**src/rtl/qpsk_frame_sync.sv**
```systemverilog
// qpsk_frame_sync: frame synchroniser between the QPSK demodulator and the time display.
// Waits for the free-running 40-bit demodulator word to stay stable and checks the
// header and checksum of each stable word. A lock/loss state machine then publishes
// verified h/m/s time.
// Ports:
//   clk, rst    - system clock, synchronous active-high reset
//   para_in     - {header, h, m, s, checksum} from the demodulator
//   time_out    - last verified {h,m,s}, held between updates
//   time_vld    - one-cycle pulse when time_out is updated
//   locked      - high while the synchroniser is locked
//   frame_ok    - one-cycle pulse per good candidate frame
//   frame_err   - one-cycle pulse per bad candidate frame
//   err_cnt     - saturating count of bad candidate frames
module qpsk_frame_sync #(
  parameter logic [7:0]  HEADER     = 8'hcc,
  parameter logic [15:0] STABLE_CYC = 16'd5000,
  parameter logic [3:0]  LOCK_CNT   = 4'd3,
  parameter logic [3:0]  LOSS_CNT   = 4'd3,
  parameter logic [26:0] TIMEOUT    = 27'd99_999_999
) (
  input  logic        clk,
  input  logic        rst,
  input  logic [39:0] para_in,
  output logic [23:0] time_out,
  output logic        time_vld,
  output logic        locked,
  output logic        frame_ok,
  output logic        frame_err,
  output logic [15:0] err_cnt
);

  localparam int unsigned WORD_W = 40;
  localparam int unsigned STAB_W = 16;
  localparam int unsigned CNT_W  = 4;
  localparam int unsigned TMO_W  = 27;
  localparam int unsigned ERR_W  = 16;

  localparam logic [STAB_W-1:0] STAB_MAX = STAB_W'(STABLE_CYC - 16'd1);
  localparam logic [STAB_W-1:0] STAB_PRE = STAB_W'(STABLE_CYC - 16'd2);

  typedef enum logic [1:0] {
    HUNT    = 2'd0,
    CONFIRM = 2'd1,
    LOCKED  = 2'd2
  } state_t;

  state_t              state, state_nxt;
  logic [WORD_W-1:0]   prev;
  logic [STAB_W-1:0]   stab_cnt;
  logic [CNT_W-1:0]    good_cnt, good_cnt_nxt;
  logic [CNT_W-1:0]    bad_cnt, bad_cnt_nxt;
  logic [TMO_W-1:0]    tmo_cnt, tmo_cnt_nxt;
  logic                cand_c;
  logic                good_c;
  logic [7:0]          sum_c;
  logic                frame_ok_nxt, frame_err_nxt, time_upd_nxt, locked_nxt;
  logic [ERR_W-1:0]    err_cnt_nxt;

  // Stability filter: count consecutive cycles the input matches its previous sample
  always_ff @(posedge clk) begin
    if (rst) begin
      prev     <= '0;
      stab_cnt <= '0;
    end else begin
      prev <= para_in;
      if (para_in != prev) begin
        stab_cnt <= '0;
      end else if (stab_cnt != STAB_MAX) begin
        stab_cnt <= stab_cnt + STAB_W'(1);
      end
    end
  end

  // Candidate fires only on the step into saturation, so a held word yields one candidate
  assign cand_c = (para_in == prev) && (stab_cnt == STAB_PRE);
  assign sum_c  = 8'(prev[31:24] + prev[23:16] + prev[15:8]);
  assign good_c = (prev[39:32] == HEADER) && (prev[7:0] == sum_c);

  // State and counter register
  always_ff @(posedge clk) begin
    if (rst) begin
      state    <= HUNT;
      good_cnt <= '0;
      bad_cnt  <= '0;
      tmo_cnt  <= '0;
    end else begin
      state    <= state_nxt;
      good_cnt <= good_cnt_nxt;
      bad_cnt  <= bad_cnt_nxt;
      tmo_cnt  <= tmo_cnt_nxt;
    end
  end

  // Next-state and counter logic; a candidate takes priority over the timeout
  always_comb begin
    state_nxt    = state;
    good_cnt_nxt = good_cnt;
    bad_cnt_nxt  = bad_cnt;
    tmo_cnt_nxt  = tmo_cnt;
    case (state)
      HUNT: begin
        if (cand_c) begin
          if (good_c) begin
            good_cnt_nxt = CNT_W'(1);
            state_nxt    = (LOCK_CNT == 4'd1) ? LOCKED : CONFIRM;
          end else begin
            good_cnt_nxt = '0;
          end
        end
      end
      CONFIRM: begin
        if (cand_c) begin
          if (good_c) begin
            good_cnt_nxt = good_cnt + CNT_W'(1);
            if (good_cnt_nxt == LOCK_CNT) begin
              state_nxt = LOCKED;
            end
          end else begin
            good_cnt_nxt = '0;
            state_nxt    = HUNT;
          end
        end
      end
      LOCKED: begin
        if (cand_c) begin
          if (good_c) begin
            bad_cnt_nxt = '0;
            tmo_cnt_nxt = '0;
          end else begin
            bad_cnt_nxt = bad_cnt + CNT_W'(1);
            if (bad_cnt_nxt == LOSS_CNT) begin
              state_nxt = HUNT;
            end
          end
        end else if (tmo_cnt == TIMEOUT) begin
          state_nxt = HUNT;
        end else begin
          tmo_cnt_nxt = tmo_cnt + TMO_W'(1);
        end
        if (state_nxt != LOCKED) begin
          good_cnt_nxt = '0;
          bad_cnt_nxt  = '0;
          tmo_cnt_nxt  = '0;
        end
      end
      default: begin
        state_nxt    = HUNT;
        good_cnt_nxt = '0;
        bad_cnt_nxt  = '0;
        tmo_cnt_nxt  = '0;
      end
    endcase
  end

  // Output decode: time is only published while locked or on the locking frame
  always_comb begin
    frame_ok_nxt  = cand_c && good_c;
    frame_err_nxt = cand_c && !good_c;
    locked_nxt    = (state_nxt == LOCKED);
    time_upd_nxt  = frame_ok_nxt && locked_nxt;
    err_cnt_nxt   = err_cnt;
    if (frame_err_nxt && (err_cnt != 16'hffff)) begin
      err_cnt_nxt = err_cnt + ERR_W'(1);
    end
  end

  // Output register
  always_ff @(posedge clk) begin
    if (rst) begin
      time_out  <= '0;
      time_vld  <= 1'b0;
      locked    <= 1'b0;
      frame_ok  <= 1'b0;
      frame_err <= 1'b0;
      err_cnt   <= '0;
    end else begin
      time_vld  <= time_upd_nxt;
      locked    <= locked_nxt;
      frame_ok  <= frame_ok_nxt;
      frame_err <= frame_err_nxt;
      err_cnt   <= err_cnt_nxt;
      if (time_upd_nxt) begin
        time_out <= prev[31:8];
      end
    end
  end

endmodule

```
**config.mk**
```make
export PLATFORM = sky130hd
export DESIGN_NAME = qpsk_frame_sync
export DESIGN_NICKNAME = d
export VERILOG_FILES = /design/src/rtl/qpsk_frame_sync.sv
export SDC_FILE = /design/constraint.sdc
export NUM_CORES = 1
export LEC_CHECK = 0
export ABC_AREA = 1
export CAP_MARGIN = 20
export CORE_MARGIN = 4
export CORE_UTILIZATION = 34
export DETAILED_ROUTE_END_ITERATION = 7
export PLACE_DENSITY_LB_ADDON = 0.2
export SYNTH_ARGS = -nofsm -noshare
export SYNTH_HDL_FRONTEND = slang
export SYNTH_SLANG_ARGS = --single-unit
export TNS_END_PERCENT = 5
```
**constraint.sdc**
```tcl
create_clock -name clk -period 6.09 [get_ports clk]
set_input_delay 1.218 -clock clk [delete_from_list [all_inputs] [get_ports clk]]
set_output_delay 1.218 -clock clk [all_outputs]
set_load 0.01 [all_outputs]
```
# Word-level counts from Yosys, hierarchy flattened
# Cells that the tools add are included.
# classes
reduce_logical	13
eq_ne	20
n_bitwise	1
muxes	26
n_addsub	7
# op_table
cell	n
27-bit two-way mux	4
27-bit case mux with 2 select lines	1
40-bit equality test	1
40-bit != test	1
16-bit by 1-bit adder with 16-bit output (second input constant)	2
4-bit two-way mux	7
27-bit by 1-bit adder with 27-bit output (second input constant)	1
27-bit equality test (second input constant)	1
2-bit two-way mux	10
8-bit adder	2
16-bit by 13-bit equality test with 1-bit output (second input constant)	1
16-bit by 13-bit != test with 1-bit output (second input constant)	1
16-bit != test (second input constant)	1
4-bit case mux with 3 select lines	1
4-bit by 1-bit adder with 4-bit output (second input constant)	2
4-bit by 2-bit equality test with 1-bit output (second input constant)	2
8-bit equality test	1
8-bit equality test (second input constant)	1
2-bit != test (second input constant)	4
4-bit != test (second input constant)	2
4-bit case mux with 2 select lines	1
1-bit logical AND	6
2-bit case mux with 3 select lines	1
3-bit AND reduction	2
other kinds (9)	11
# totals
elab_cells	79
in_bits	42
out_inout_bits	44
regBits	137

# Longest topological paths before layout
# Gate-level depths: netlist of the first run.
# depth
depth_word	10
mapped_depth	22
ltp_nobuf	21

# Least setup slack after synthesis of the first run
# No wires, ideal clock.
# synth_timing
kind	reg-to-reg
startpoint	register prev[9]
endpoint	register tmo_cnt[19]
stages_incl_launch_ff	19
setup_slack_ns	3.119
arrival_time_ns	2.901
setup_time_ns	0.070
path_cell_list	dfxtp_1 > fa_1 > ha_1 > fa_1 > inv_1 > nand2_1 > nand2_1 > nor2_1 > nand3_1 > nor2_1 > nand2_2 > nor2_4 > nand2_2 > nand3_2 > nand3_2 > buf_6 > buf_6 > or2_1 > a21oi_2
# synth_between
elab_chain_len	9
word_cells_on_any_way	15
cone_classes	add/sub: 1; eq/ne: 5; mux: 6; reduce/logical: 3
# synth_rtl
element	line	text
from (decl)	48	logic [WORD_W-1:0] prev;
from (signal assigned)	65	prev <= para_in;
8-bit adder	76	assign sum_c = 8'(prev[31:24] + prev[23:16] + prev[15:8]);
8-bit equality test	77	assign good_c = (prev[39:32] == HEADER) && (prev[7:0] == sum_c);
1-bit logical AND	77	
2-bit two-way mux	126	if (good_c) begin
2-bit two-way mux	125	if (cand_c) begin
2-bit two-way mux	100	case (state)
2-bit != test	140	if (state_nxt != LOCKED) begin
4-bit != test (no source line) / 27-bit two-way mux (equally long branches)	--	
3-bit AND reduction (no source line) / 27-bit case mux with 2 select lines (equally long branches)	--	
to (signal assigned)	90	tmo_cnt <= tmo_cnt_nxt;
to (decl)	52	logic [TMO_W-1:0] tmo_cnt, tmo_cnt_nxt;
# Parallel ways exist; a longest one is shown, timed or not. The select of a mux whose other input is x is not followed.
# A chain may end at the register's enable or synchronous reset.

# Final worst setup path of the first run
# layout_timing
startpoint	register prev[17]
endpoint	register time_out[5]
# layout_between
elab_chain_len	10
word_cells_on_any_way	17
cone_classes	add/sub: 2; eq/ne: 3; mux: 8; reduce/logical: 4
# layout_rtl
element	line	text
8-bit adder (2 in a row)	76	
8-bit equality test	77	
1-bit logical AND	77	
2-bit two-way mux	126	
2-bit two-way mux	125	
2-bit two-way mux	100	
2-bit case mux with 3 select lines	100	
2-bit equality test	159	locked_nxt = (state_nxt == LOCKED);
1-bit logical AND *	160	time_upd_nxt = frame_ok_nxt && locked_nxt;
to (signal assigned)	183	time_out <= prev[31:8];
to (decl)	24	output logic [23:0] time_out,
# Mark *: on every way between the ends. The rest lies on a longest branch, timed or not. The select of a mux whose other input is x is not followed.

==> results.txt, run 1 <==
Port bufs: 85
Syn avg cell area: 6.58 sq um
Fraction of layout cells with a size suffix above 1: 0.0789
Clock buffer depth: 2
LEAKAGE: 0.00392 uW
Worst-margin pin slew: 0.983 ns
Yosys warns: 0
Slew margin rel.: 0.340
Detailed placement HPWL: 15.8 mm
Unique masters post-synth: 43
Routed len/inst: 13.5 um
Post-cts resize count: 0
Num Clock Sinks: 137
DIE AREA: 25600 sq um
Largest net degree at the start of global routing: 55
Fin nets: 1331
Unrepaired setup endpoints after global routing: false
Finished Layout Cells: 1565
Sequential-to-total area share from yosys stat: 0.349
Worst-path maximum fanout: 49
Gr usage total: 0.166
Setup ws final: 1.96 ns
# hold bufs at CTS: 0
Hold slack: 0.478 ns
Std cell rows: 55
Power per standard cell area: 239 nW/um^2
Die X: 160 um
Syn Nets: 1258
Req. time, crit path: 6.40 ns
Vias per Instance: 4.65
Tmin final: 4.13 ns
Clock latency on the worst-skew pair: 0.42 ns
Post-CTS setup buffer count: 0
Ports: 86
Status: completed
Gate Count Post-Synth: 1194
Pre-CTS setup slack: 1.61 ns
Inserted Clock Buffers: 17
Die Y: 160 um
Area share of the largest cell type after synthesis: 0.349
Gr ovfl total: 0
Hold Path Class: flip-flop to flip-flop
Synth area leader: dfxtp_1
Commonest non-fill, non-tap cell in the layout: nand2_1
DR DRC count: 0
Final hold vios: 0
RePlAce Congestion: 0.880
Synth Cell Area: 7860 sq um
Max-slew violation count: 0
Antenna viol nets, final: 0
Setup TNS: 0 ns
Top area cells in the synthesized netlist: dfxtp_1, nand2_1, nor2_1
H-tree depth: 4
# setup viols final: 0
1st-iter DRT viols: 389
Pre-antenna DRT Iters: 5
P&R area growth vs syn: 21.6%
Vias in the first global route: 6955
Worst EP arrival: 4.43 ns
Total Power: 2280 uW
VDD IR-drop max: 0.151 mV
Antenna diode count: 0
Area of the core: 22700 sq um
Clk slew on worst S/H paths: 0.06 ns
Initial antenna violation count: 0
Commonest non-fill, non-tap cells in the layout: nand2_1, nor2_1, inv_1
#FFs+latches synth: 137
Crit start category: flip-flop
First-pass GRT wire length: 35.0 mm
DP Cell Count: 1533
Period Utilization, post-route: 0.678
Max-cap viol count: 0
WS Path Type: flip-flop to flip-flop
Root Driver: clkbuf_16
Fmax: 0.242 GHz
Starting Density: 0.346
TritonCTS clock tree: built
Vias: 7284
Clock skew: 0.0119 ns
Total wire length: 21.1 mm
Crit path capture type: flip-flop
## area by class of cell
class                           count  area (sq um)
Multi-Input combinational cell    858          4310
Timing Repair Buffer               87           863
Sequential cell                   137          2740
Clock inverter                     14           219
Inverter                          166           624
Fill cell                        2454         13200
Clock buffer                       18           439
Tap cell                          285           357
## cells in the mapped netlist, drive strengths merged
cell type    n
o31ai        1
or2         37
xor2        27
nor3b        4
and2         1
nor2       154
nor4        11
xnor2        4
a31oi        2
nor3        39
ha          14
dfxtp      137
nand4       18
and3b        1
nand2      332
nand3       90
nand3b       7
clkbuf      11
a21oi       88
o21ai       16
fa           8
clkinv       3
and3         1
buf         22
o21a         1
or4          2
inv        163
## power by group
part           internal [uW]  leakage [uW]  switching (uW)
Sequential               911       0.00111            14.1
Clock                    741      0.000317             416
Combinational           79.9       0.00249             118
Total                   1730       0.00392             549
## worst paths after layout
path	startpoint	slack, ns	cells after the start	endpoint
worst max-delay path	prev[17]	1.96	18	time_out[5]
worst min-delay path	stab_cnt[13]	0.48	2	stab_cnt[13]
worst max register to register	prev[17]	1.96	18	time_out[5]
worst min register to register	stab_cnt[13]	0.48	2	stab_cnt[13]
## per-stage QoR
step | utilization | instance area [sq um]
2_1_floorplan | - | 7860
3_3_place_gp | 0.392 | 8900
5_1_grt | 0.421 | 9560
3_5_place_dp | 0.392 | 8900
4_1_cts | 0.421 | 9560
6_report | 0.421 | 9560
## flip-flops by register name, indices dropped and copies added, names as in the netlist
signal     count
bad_cnt        4
err_cnt       16
frame_err      1
frame_ok       1
good_cnt       4
locked         1
prev          40
stab_cnt      16
state          2
time_out      24
time_vld       1
tmo_cnt       27
## cells by family after synthesis
kind of cell             Yosys count  synth area share
buffers and inverters            199             0.103
XOR/XNOR                          31            0.0345
flip-flops                       137             0.349
adder cells (fa/ha/maj)           22            0.0427
AO/OA/AOI/OAI                    108            0.0769
AND/OR/NAND/NOR                  697             0.394
## critical path, cell delays in order (launching register included)
cell and delay [ns]:
dfxtp_1 0.40, fa_1 0.45, ha_1 0.24, fa_1 0.52, inv_1 0.05, nand2_1 0.07, nand2_1 0.08, nor2_1 0.10
nand3_1 0.07, nor2_1 0.12, nand2_2 0.08, nor2_4 0.08, nand2_2 0.11, nand3_2 0.11, nand3_2 0.38, nand2_2 0.81
nand3_1 0.14, nand2_1 0.11, nor2_1 0.06
## layer usage
metal,wire [um],global-route usage,vias up
met5,0,0,-
met4,364,0.0520,0
met3,749,0.0359,25
met2,9550,0.269,106
met1,10400,0.223,3253
li1,-,-,3900
(Power assumes the default switching activity.)
==> inputs of run 2 (changes only) <==
==> constraint.sdc (replaced) <==
create_clock -name clk -period 3.64 [get_ports clk]
set_input_delay 0.728 -clock clk [delete_from_list [all_inputs] [get_ports clk]]
set_output_delay 0.728 -clock clk [all_outputs]
set_load 0.01 [all_outputs]
==> results.txt, run 2 (same netlist as run 1, synthesis figures left out) <==
Vias in the first global route: 6957
Post-cts resize count: 0
H-tree depth: 4
Vias: 7371
Clock share of power: 0.500
Status: completed
Largest regs: prev: 40 flops, tmo_cnt: 27 flops, time_out: 24 flops
Fin util: 0.424
Fraction of layout cells with a size suffix above 1: 0.0839
Hold slack: 0.468 ns
Hold Path Class: flip-flop to flip-flop
Pint: 2850 uW
Max-cap viol count: 0
Clk slew on worst S/H paths: 0.06 ns
Initial antenna violation count: 0
Largest net degree at the start of global routing: 50
Power per standard cell area: 391 nW/um^2
Die Y: 160 um
Tmin final: 3.23 ns
Num Clock Sinks: 137
Worst-margin pin slew: 0.664 ns
Crit path capture type: flip-flop
Register Area: 2740 sq um
Starting Density: 0.346
Worst R2R Setup Slack: 0.41 ns
Hold Crit Start: stab_cnt[9]
1st-iter DRT viols: 417
Post-CTS setup buffer count: 0
Area of the core: 22700 sq um
Fmax: 0.309 GHz
P_sw: 905 uW
Max-slew violation count: 0
Crit start category: flip-flop
Inserted Clock Buffers: 17
Clock buffer depth: 2
Die X: 160 um
# hold bufs at CTS: 0
Antenna diode count: 0
VDD IR-drop max: 0.265 mV
Worst reg2reg startpoint: prev[9]
Clock latency on the worst-skew pair: 0.42 ns
Root Driver: clkbuf_16
Critical Path Max Stage Delay: 0.51 ns
Cell Area, Placed: 8980 sq um
Final hold vios: 0
Flop pwr share: 0.411
Area of the multi-input gates: 4310 sq um
Total wire length: 21.4 mm
Switching Share: 0.241
Unrepaired setup endpoints after global routing: false
Layout fillers: 2364
R2R Path End: locked
Period Utilization, post-route: 0.888
DIE AREA: 25600 sq um
Commonest non-fill, non-tap cell in the layout: nand2_1
Critical path's top delay family: adder cells
Clock skew: 0.0109 ns
RePlAce Congestion: 0.870
DP Cell Count: 1541
Gr usage total: 0.168
Largest register FFs: 40
P&R area growth vs syn: 22.4%
Commonest non-fill, non-tap cells in the layout: nand2_1, nor2_1, inv_1
Logic pwr share: 0.089
First-pass GRT wire length: 35.5 mm
Setup TNS: 0 ns
Port bufs: 85
Req. time, crit path: 3.98 ns
Pre-antenna DRT Iters: 5
WS Path Type: flip-flop to flip-flop
Finished Cell Area: 9620 sq um
Vias per Instance: 4.69
Fin nets: 1339
WHS Endpoint: stab_cnt[9]
Most flops, register: prev
Worst-path maximum fanout: 49
Hold Path Depth: 2
Gr ovfl total: 0
CP Buf/Inv Count: 3
Routed len/inst: 13.6 um
Worst-path cell chain: fa_1 -> ha_1 -> fa_1 -> inv_1 -> nand2_1 -> nand2_1 -> nor2_1 -> nand3_1 -> nor2_1 -> nand2_2 -> nor2_4 -> nand2_2 -> nor3_2 -> nand2_1 -> nand2_2 -> buf_12 -> inv_1 -> nor2_1
DR DRC count: 0
Std cell rows: 55
Slew margin rel.: 0.553
R2R cell count: 18
Worst EP arrival: 3.57 ns
Ports: 86
Antenna viol nets, final: 0
Finished Layout Cells: 1572
# setup viols final: 0
Detailed placement HPWL: 16.0 mm
TritonCTS clock tree: built
Slowest CP cell: fa_1
LEAKAGE: 0.00395 uW
==> run 2: cell count changes in the layout (fill, tap and decap cells not counted) <==
cell and delta:
clkbuf_8 +2, inv_6 -2, buf_4 +6, buf_12 +2, clkinv_4 -1, clkinvlp_4 +1
bufinv_16 -1
==> run 2: through the flow <==
| step | setup WS, ns | power [uW] |
|---|---|---|
| finish | 0.407 | 3760 |
| floorplan | 0.669 | 1790 |
| CTS | 0.382 | 3800 |
| global route | 0.0700 | 3910 |
| global placement | 0.389 | 1910 |
| detailed placement | 0.393 | 1910 |
==> run 2: metal layers <==
| metal | GRT usage | vias to the layer above | part of all wire |
|---|---|---|---|
| li1 | - | 3913 | - |
| met1 | 0.224 | 3286 | 0.49 |
| met2 | 0.270 | 136 | 0.45 |
| met3 | 0.0338 | 36 | 0.036 |
| met4 | 0.0618 | 0 | 0.025 |
| met5 | 0 | - | 0 |
==> run 2: power by group through the flow <==
stage          registers [uW]  logic, uW  clock network, uW
3_3_place_gp             1580        331                  0
6_report                 1550        334               1880
3_5_place_dp             1580        332                  0
4_1_cts                  1550        337               1910
2_1_floorplan            1570        219                  0
5_1_grt                  1550        385               1980
==> run 2: worst max-delay path by stage <==
stage                     start           to  cells past startpoint  slack, ns
global placement    para_in[18]  tmo_cnt[25]                     16       0.39
floorplan               prev[9]  tmo_cnt[19]                     18       0.67
global route           prev[17]  time_out[8]                     19       0.07
finish                  prev[9]       locked                     18       0.41
detailed placement  para_in[18]  tmo_cnt[12]                     16       0.39
CTS                     prev[9]       locked                     18       0.38
==> run 2: cell type report <==
cell class                 count  share of cell area
timing repair buffer          95              0.0986
sequential                   137               0.285
clock inverter                11              0.0177
clock buffer                  20              0.0485
inverter                     166              0.0649
multi-input combinational    858               0.448
tap                          285              0.0371
==> run 2: tightest hold or removal path: stages, from the launching register on <==
cell and delay, ns:
dfxtp_1 0.31, inv_1 0.06, a21oi_1 0.05
